### config.mk
export PLATFORM = sky130hd
export DESIGN_NAME = riscv_dmem_arbiter_flat
export DESIGN_NICKNAME = d
export VERILOG_FILES = /design/src/rtl/riscv_dmem_arbiter_if.sv /design/src/rtl/riscv_dmem_arbiter.sv /design/src/flat_wrapper.sv
export SDC_FILE = /design/constraint.sdc
export NUM_CORES = 1
export LEC_CHECK = 0
export ABC_AREA = 1
export BUFFER_PORTS_ARGS = -buffer_cell sky130_fd_sc_hd__buf_4
export CORE_AREA = 2 2 121 123
export CTS_CLUSTER_DIAMETER = 50
export DETAILED_ROUTE_END_ITERATION = 6
export DIE_AREA = 0 0 123 125
export PLACE_DENSITY_LB_ADDON = 0.08
export SETUP_SLACK_MARGIN = 0.02
export SYNTH_ARGS = -nofsm -noshare
export SYNTH_HDL_FRONTEND = slang
export SYNTH_SLANG_ARGS = --single-unit
export TNS_END_PERCENT = 10
### constraint.sdc
create_clock -name clk_i -period 1.9 [get_ports clk_i]
set_input_delay 0.285 -clock clk_i [delete_from_list [all_inputs] [get_ports clk_i]]
set_output_delay 0.285 -clock clk_i [all_outputs]
set_load 0.005 [all_outputs]
### src/rtl/riscv_dmem_arbiter_if.sv
// Data-memory bus bundle shared by the two requesting masters and the memory port.
// Masters drive the request fields and receive rd/ready/err.
interface riscv_dmem_arbiter_if;
  logic        req;
  logic        we;
  logic [3:0]  be;
  logic [31:0] addr;
  logic [31:0] wd;
  logic [31:0] rd;
  logic        ready;
  logic        err;

  modport master (output req, we, be, addr, wd, input rd, ready, err);
  modport slave  (input req, we, be, addr, wd, output rd, ready, err);
  // Memory side has no error return; the arbiter generates timeouts itself.
  modport mem_master (output req, we, be, addr, wd, input rd, ready);
endinterface

### src/rtl/riscv_dmem_arbiter.sv
// Round-robin two-master data-memory arbiter with a per-grant timeout.
// One idle cycle separates transactions; the grant is chosen in IDLE.
module riscv_dmem_arbiter #(
  parameter int unsigned TIMEOUT = 64
) (
  input  logic                          clk_i,
  input  logic                          rst_i,
  riscv_dmem_arbiter_if.slave           m0,
  riscv_dmem_arbiter_if.slave           m1,
  riscv_dmem_arbiter_if.mem_master      mem,
  output logic [1:0]                    gnt_o,
  output logic                          busy_o
);

  typedef enum logic [1:0] {IDLE, GNT0, GNT1} state_e;

  localparam logic [7:0] TMO_LAST = 8'(TIMEOUT - 1);

  state_e     state_q, state_d;
  logic       last_gnt_q, last_gnt_d;   // 1: m1 was served last
  logic [7:0] cnt_q, cnt_d;

  logic        sel1;
  logic        s_req, s_we;
  logic [3:0]  s_be;
  logic [31:0] s_addr, s_wd;
  logic [31:0] r_rd;
  logic        r_ready, r_err;

  // NOTE: sequential state uses non-blocking assignments so every flop samples pre-edge values.
  always_ff @(posedge clk_i or negedge rst_i) begin
    if (!rst_i) begin
      state_q    <= IDLE;
      last_gnt_q <= 1'b1;
      cnt_q      <= '0;
    end else begin
      state_q    <= state_d;
      last_gnt_q <= last_gnt_d;
      cnt_q      <= cnt_d;
    end
  end

  always_comb begin
    sel1   = (state_q == GNT1);
    s_req  = sel1 ? m1.req  : m0.req;
    s_we   = sel1 ? m1.we   : m0.we;
    s_be   = sel1 ? m1.be   : m0.be;
    s_addr = sel1 ? m1.addr : m0.addr;
    s_wd   = sel1 ? m1.wd   : m0.wd;
  end

  // NOTE: every output of this block gets a default first, so no path can infer a latch.
  always_comb begin
    state_d    = state_q;
    last_gnt_d = last_gnt_q;
    cnt_d      = cnt_q;
    mem.req    = 1'b0;
    mem.we     = 1'b0;
    mem.be     = '0;
    mem.addr   = '0;
    mem.wd     = '0;
    r_rd       = '0;
    r_ready    = 1'b0;
    r_err      = 1'b0;
    gnt_o      = 2'b00;
    busy_o     = (state_q != IDLE);

    unique case (state_q)
      IDLE: begin
        cnt_d = '0;
        if (m0.req && (!m1.req || last_gnt_q)) state_d = GNT0;
        else if (m1.req)                        state_d = GNT1;
      end
      GNT0, GNT1: begin
        gnt_o   = sel1 ? 2'b10 : 2'b01;
        mem.req = s_req;
        if (!s_req) begin
          // Master withdrew: release the bus silently.
          state_d    = IDLE;
          last_gnt_d = sel1;
        end else begin
          mem.we   = s_we;
          mem.be   = s_be;
          mem.addr = s_addr;
          mem.wd   = s_wd;
          r_rd     = mem.rd;
          r_ready  = mem.ready;
          if (mem.ready) begin
            state_d    = IDLE;
            last_gnt_d = sel1;
            cnt_d      = '0;
          end else if (cnt_q == TMO_LAST) begin
            r_rd       = '0;
            r_ready    = 1'b1;
            r_err      = 1'b1;
            state_d    = IDLE;
            last_gnt_d = sel1;
            cnt_d      = '0;
          end else begin
            cnt_d = cnt_q + 8'd1;
          end
        end
      end
      default: state_d = IDLE;
    endcase
  end

  always_comb begin
    m0.rd    = sel1 ? '0   : r_rd;
    m0.ready = sel1 ? 1'b0 : r_ready;
    m0.err   = sel1 ? 1'b0 : r_err;
    m1.rd    = sel1 ? r_rd    : '0;
    m1.ready = sel1 ? r_ready : 1'b0;
    m1.err   = sel1 ? r_err   : 1'b0;
  end

endmodule

### src/flat_wrapper.sv
// flat-port wrapper written by rule: the top's interface ports become plain ports
module riscv_dmem_arbiter_flat 
#(
  parameter int unsigned TIMEOUT = 64
)
  (clk_i, rst_i, gnt_o, busy_o, m0_req, m0_we, m0_be, m0_addr, m0_wd, m0_rd, m0_ready, m0_err, m1_req, m1_we, m1_be, m1_addr, m1_wd, m1_rd, m1_ready, m1_err, mem_req, mem_we, mem_be, mem_addr, mem_wd, mem_rd, mem_ready);
  riscv_dmem_arbiter_if m0_i ();
  riscv_dmem_arbiter_if m1_i ();
  riscv_dmem_arbiter_if mem_i ();
  input  logic clk_i;
  input  logic rst_i;
  output logic [1:0] gnt_o;
  output logic busy_o;
  input wire logic [$bits(m0_i.req)-1:0] m0_req;
  input wire logic [$bits(m0_i.we)-1:0] m0_we;
  input wire logic [$bits(m0_i.be)-1:0] m0_be;
  input wire logic [$bits(m0_i.addr)-1:0] m0_addr;
  input wire logic [$bits(m0_i.wd)-1:0] m0_wd;
  output wire logic [$bits(m0_i.rd)-1:0] m0_rd;
  output wire logic [$bits(m0_i.ready)-1:0] m0_ready;
  output wire logic [$bits(m0_i.err)-1:0] m0_err;
  input wire logic [$bits(m1_i.req)-1:0] m1_req;
  input wire logic [$bits(m1_i.we)-1:0] m1_we;
  input wire logic [$bits(m1_i.be)-1:0] m1_be;
  input wire logic [$bits(m1_i.addr)-1:0] m1_addr;
  input wire logic [$bits(m1_i.wd)-1:0] m1_wd;
  output wire logic [$bits(m1_i.rd)-1:0] m1_rd;
  output wire logic [$bits(m1_i.ready)-1:0] m1_ready;
  output wire logic [$bits(m1_i.err)-1:0] m1_err;
  output wire logic [$bits(mem_i.req)-1:0] mem_req;
  output wire logic [$bits(mem_i.we)-1:0] mem_we;
  output wire logic [$bits(mem_i.be)-1:0] mem_be;
  output wire logic [$bits(mem_i.addr)-1:0] mem_addr;
  output wire logic [$bits(mem_i.wd)-1:0] mem_wd;
  input wire logic [$bits(mem_i.rd)-1:0] mem_rd;
  input wire logic [$bits(mem_i.ready)-1:0] mem_ready;
  assign m0_i.req = m0_req;
  assign m0_i.we = m0_we;
  assign m0_i.be = m0_be;
  assign m0_i.addr = m0_addr;
  assign m0_i.wd = m0_wd;
  assign m0_rd = m0_i.rd;
  assign m0_ready = m0_i.ready;
  assign m0_err = m0_i.err;
  assign m1_i.req = m1_req;
  assign m1_i.we = m1_we;
  assign m1_i.be = m1_be;
  assign m1_i.addr = m1_addr;
  assign m1_i.wd = m1_wd;
  assign m1_rd = m1_i.rd;
  assign m1_ready = m1_i.ready;
  assign m1_err = m1_i.err;
  assign mem_req = mem_i.req;
  assign mem_we = mem_i.we;
  assign mem_be = mem_i.be;
  assign mem_addr = mem_i.addr;
  assign mem_wd = mem_i.wd;
  assign mem_i.rd = mem_rd;
  assign mem_i.ready = mem_ready;
  riscv_dmem_arbiter #(.TIMEOUT(TIMEOUT)) u_core (.clk_i(clk_i), .rst_i(rst_i), .m0(m0_i), .m1(m1_i), .mem(mem_i), .gnt_o(gnt_o), .busy_o(busy_o));
endmodule
==> impl_metrics.py <==
metrics = {
    "clock_tree": {
        "clkSinkCount": 11,
        "cts_buffers": 3,
        "root_buffer": "clkbuf_16",
        "htreeDepth": 1,
        "cts_tree": "built",
        "path_clk_slew_ns": 0.04,
        "clk-insertion-delay-late_ns": 0.24,
        "clockBufferDepth": 2,
    },
    "setup_path": {
        "path_cells": "inv_2 -> ha_4 -> clkinv_4 -> nand2_4 -> nand3_4 -> clkinv_8 -> clkbuf_16 -> nand3_2 -> nor2_1 -> buf_4",
        "cp_slowest_cell": "dfrtp_1",
        "endpoint_kind": "output pin",
        "critical_path_required_ns": 1.62,
        "crit_family": "buffers and inverters",
        "crit_fanout": 7,
        "critPathMaxStageDelay_ns": 0.38,
        "critPathBufInv": 5,
        "start_kind": "flip-flop",
        "path_class": "reg -> out",
        "cp.arrival_ns": 1.80,
    },
    "finish": {
        "final_nets": 950,
        "final_util": 0.424,
        "diodes": 0,
        "syn_to_final_growth_pct": 168,
        "fin_cells": 954,
        "drive_gt1_frac": 0.656,
        "fillCellCount": 1469,
        "final_common_cell": "buf_4",
        "mostFrequentLayoutCells": "buf_4, nand2_1, a21oi_2",
    },
    "timing": {
        "final_max_slew_viol_count": 0,
        "hold_viol_final": 0,
        "fin_crit_sh": 1.10,
        "worst_slack_ns": -0.182,
        "skew_ns": 0.00148,
        "fin_setup_tns_ns": -16.74,
        "max_freq_mhz": 480,
        "setup_violations": 137,
        "hold_slack_ns": 0.293,
        "rsz0062_at_grt": "yes",
        "slew_headroom": 0.690,
        "period_needed_ns": 2.08,
        "max_slew.worst_pin.slew_ns": 0.465,
    },
    "die": {
        "die_x_um": 123,
        "die-area_mm2": 0.0154,
        "num_io_pins": 316,
        "die_h_um": 125,
        "core_area_mm2": 0.0142,
        "fp-row-count": 44,
        "initial_utilization": 0.158,
    },
    "drt": {
        "viasPerCell": 4.42,
        "drt_iter0_drc": 171,
        "routed_wl_um": 15600,
        "routedWlPerCell_um": 16.3,
        "vias": 4218,
        "dr.pass1.iters": 5,
        "drc": 0,
        "ant_nets": 0,
    },
    "place": {
        "dp_cells": 923,
        "numPortBuffers": 315,
        "pre_cts_ws_ns": -0.0382,
        "hpwl_um": 10700,
        "gp_congestion": 0.865,
    },
    "yosys": {
        "synth_warnings": 0,
        "synth_seq_area_share": 0.123,
        "synthCells": 443,
        "syn_avg_cell_area_um2": 5.07,
        "synth_cell_type_count": 24,
        "syn_area_mm2": 0.00225,
        "syn-num-nets": 622,
        "ys_ff_latch": 11,
    },
    "global_route": {
        "overflow": 0,
        "grt_pass1_wl_um": 22300,
        "grt_max_degree": 52,
        "antenna_found_initial": 0,
        "grt_pass1_vias": 4183,
        "grt_use_total": 0.182,
    },
    "power_and_ir_drop": {
        "ir_worst_vdd_mv": 0.634,
        "p_leak_nw": 3.00,
        "p_per_area_mw_per_mm2": 1360,
    },
    "run_status": {
        "status": "finished with violations",
        "failed_checks": "negative setup slack",
    },
    "min_path": {
        "min_path_type": "in -> reg",
    },
    "job": {
        "drv_cap": 0,
    },
}
==> layer usage <==
metal,share of wire,vias to the layer above,global-route usage
li1,-,2071,-
met4,0.033,0,0.0568
met5,0,-,0
met1,0.38,1920,0.207
met3,0.087,30,0.0392
met2,0.50,197,0.335
==> per-stage QoR <==
step	area (um2)	power, mW
after floorplan	2250	2.88
after global placement	4890	5.73
after detailed placement	4890	5.73
after CTS	5720	7.46
after global routing	6020	8.77
final	6020	8.17
==> repair_timing <==
| item | 4_1_cts | 5_1_grt |
|---|---|---|
| setup endpoints to repair | 138 | 139 |
| gates cloned | 7 | 5 |
| hold buffers | 1 | 0 |
| setup buffers | 13 | 3 |
| pin swaps | 7 | 6 |
| hold endpoints to repair | 10 | 0 |
| resized for setup | 114 | 51 |
==> final timing paths <==
kind                                                    start                       endpoint  slack (ns)  cells after the start
worst min register to register  u_core.last_gnt_q$_DFFE_PN1P_  u_core.last_gnt_q$_DFFE_PN1P_        0.46                      2
worst max register to register  u_core.state_q[0]$_DFFE_PN0P_    u_core.cnt_q[0]$_DFFE_PN0P_        0.14                     11
min in group asynchronous                               rst_i    u_core.cnt_q[5]$_DFFE_PN0P_        0.42                      2
worst min-delay path                                   m1_req  u_core.state_q[1]$_DFFE_PN0P_        0.29                      3
worst max-delay path            u_core.state_q[0]$_DFFE_PN0P_                       m0_rd[1]       -0.18                     10
max in group asynchronous                               rst_i  u_core.last_gnt_q$_DFFE_PN1P_        1.26                      2
==> worst register-to-register path, stage by stage, from the launching register on <==
cell	delay (ns)
dfrtp_1	0.38
inv_2	0.09
buf_6	0.10
ha_4	0.20
nand3_4	0.15
clkinv_8	0.11
clkbuf_16	0.18
buf_4	0.14
nand3_4	0.10
inv_1	0.08
nand2_1	0.05
o21ai_0	0.07
==> registers in the layout, indices dropped and copies added, names as in the netlist <==
| register | count |
|---|---|
| u_core.cnt_q | 8 |
| u_core.state_q | 2 |
| u_core.last_gnt_q | 1 |
==> final cells by class <==
cell class              count  area (um2)  share of cell area
inverters                  18        85.1              0.0141
repair buffers            361        3050               0.506
clock buffers               4        78.8              0.0131
flip-flops and latches     11         278              0.0461
multi-input cells         376        2300               0.382
well taps                 184         230              0.0382
==> report_power, final <==
part | total, mW | internal [mW] | switching, mW
registers | 0.318 | 0.283 | 0.0351
logic | 7.46 | 3.63 | 3.83
clock network | 0.388 | 0.282 | 0.106
total | 8.17 | 4.19 | 3.97
==> synth_stat cells <==
| master | count | share of area |
|---|---|---|
| nor3_1 | 2 | 0.0045 |
| xnor2_1 | 1 | 0.0039 |
| xor2_1 | 2 | 0.0078 |
| clkbuf_1 | 16 | 0.027 |
| inv_2 | 1 | 0.0017 |
| nand3_1 | 33 | 0.073 |
| nand4_1 | 2 | 0.0056 |
| o22ai_1 | 2 | 0.0056 |
| o21ai_0 | 4 | 0.0089 |
| nand2_1 | 165 | 0.28 |
| nor2_4 | 1 | 0.0050 |
| or2_2 | 1 | 0.0028 |
| dfrtp_1 | 10 | 0.11 |
| buf_6 | 3 | 0.015 |
| nand3_2 | 13 | 0.058 |
| buf_2 | 15 | 0.033 |
| a21oi_1 | 69 | 0.15 |
| clkinv_2 | 1 | 0.0022 |
| nand2_2 | 2 | 0.0056 |
| inv_1 | 16 | 0.027 |
| ha_1 | 4 | 0.022 |
| buf_4 | 4 | 0.013 |
| dfstp_2 | 1 | 0.012 |
| nor2_1 | 75 | 0.13 |
==> kinds of logic after synthesis <==
logic type / Yosys count / synth area share
flops: 11 / 0.123
fa+ha+maj: 4 / 0.0223
compound gates: 75 / 0.168
xor+xnor: 3 / 0.0117
buf+inv: 56 / 0.119
simple gates: 294 / 0.556
(Power assumes the default switching activity.)
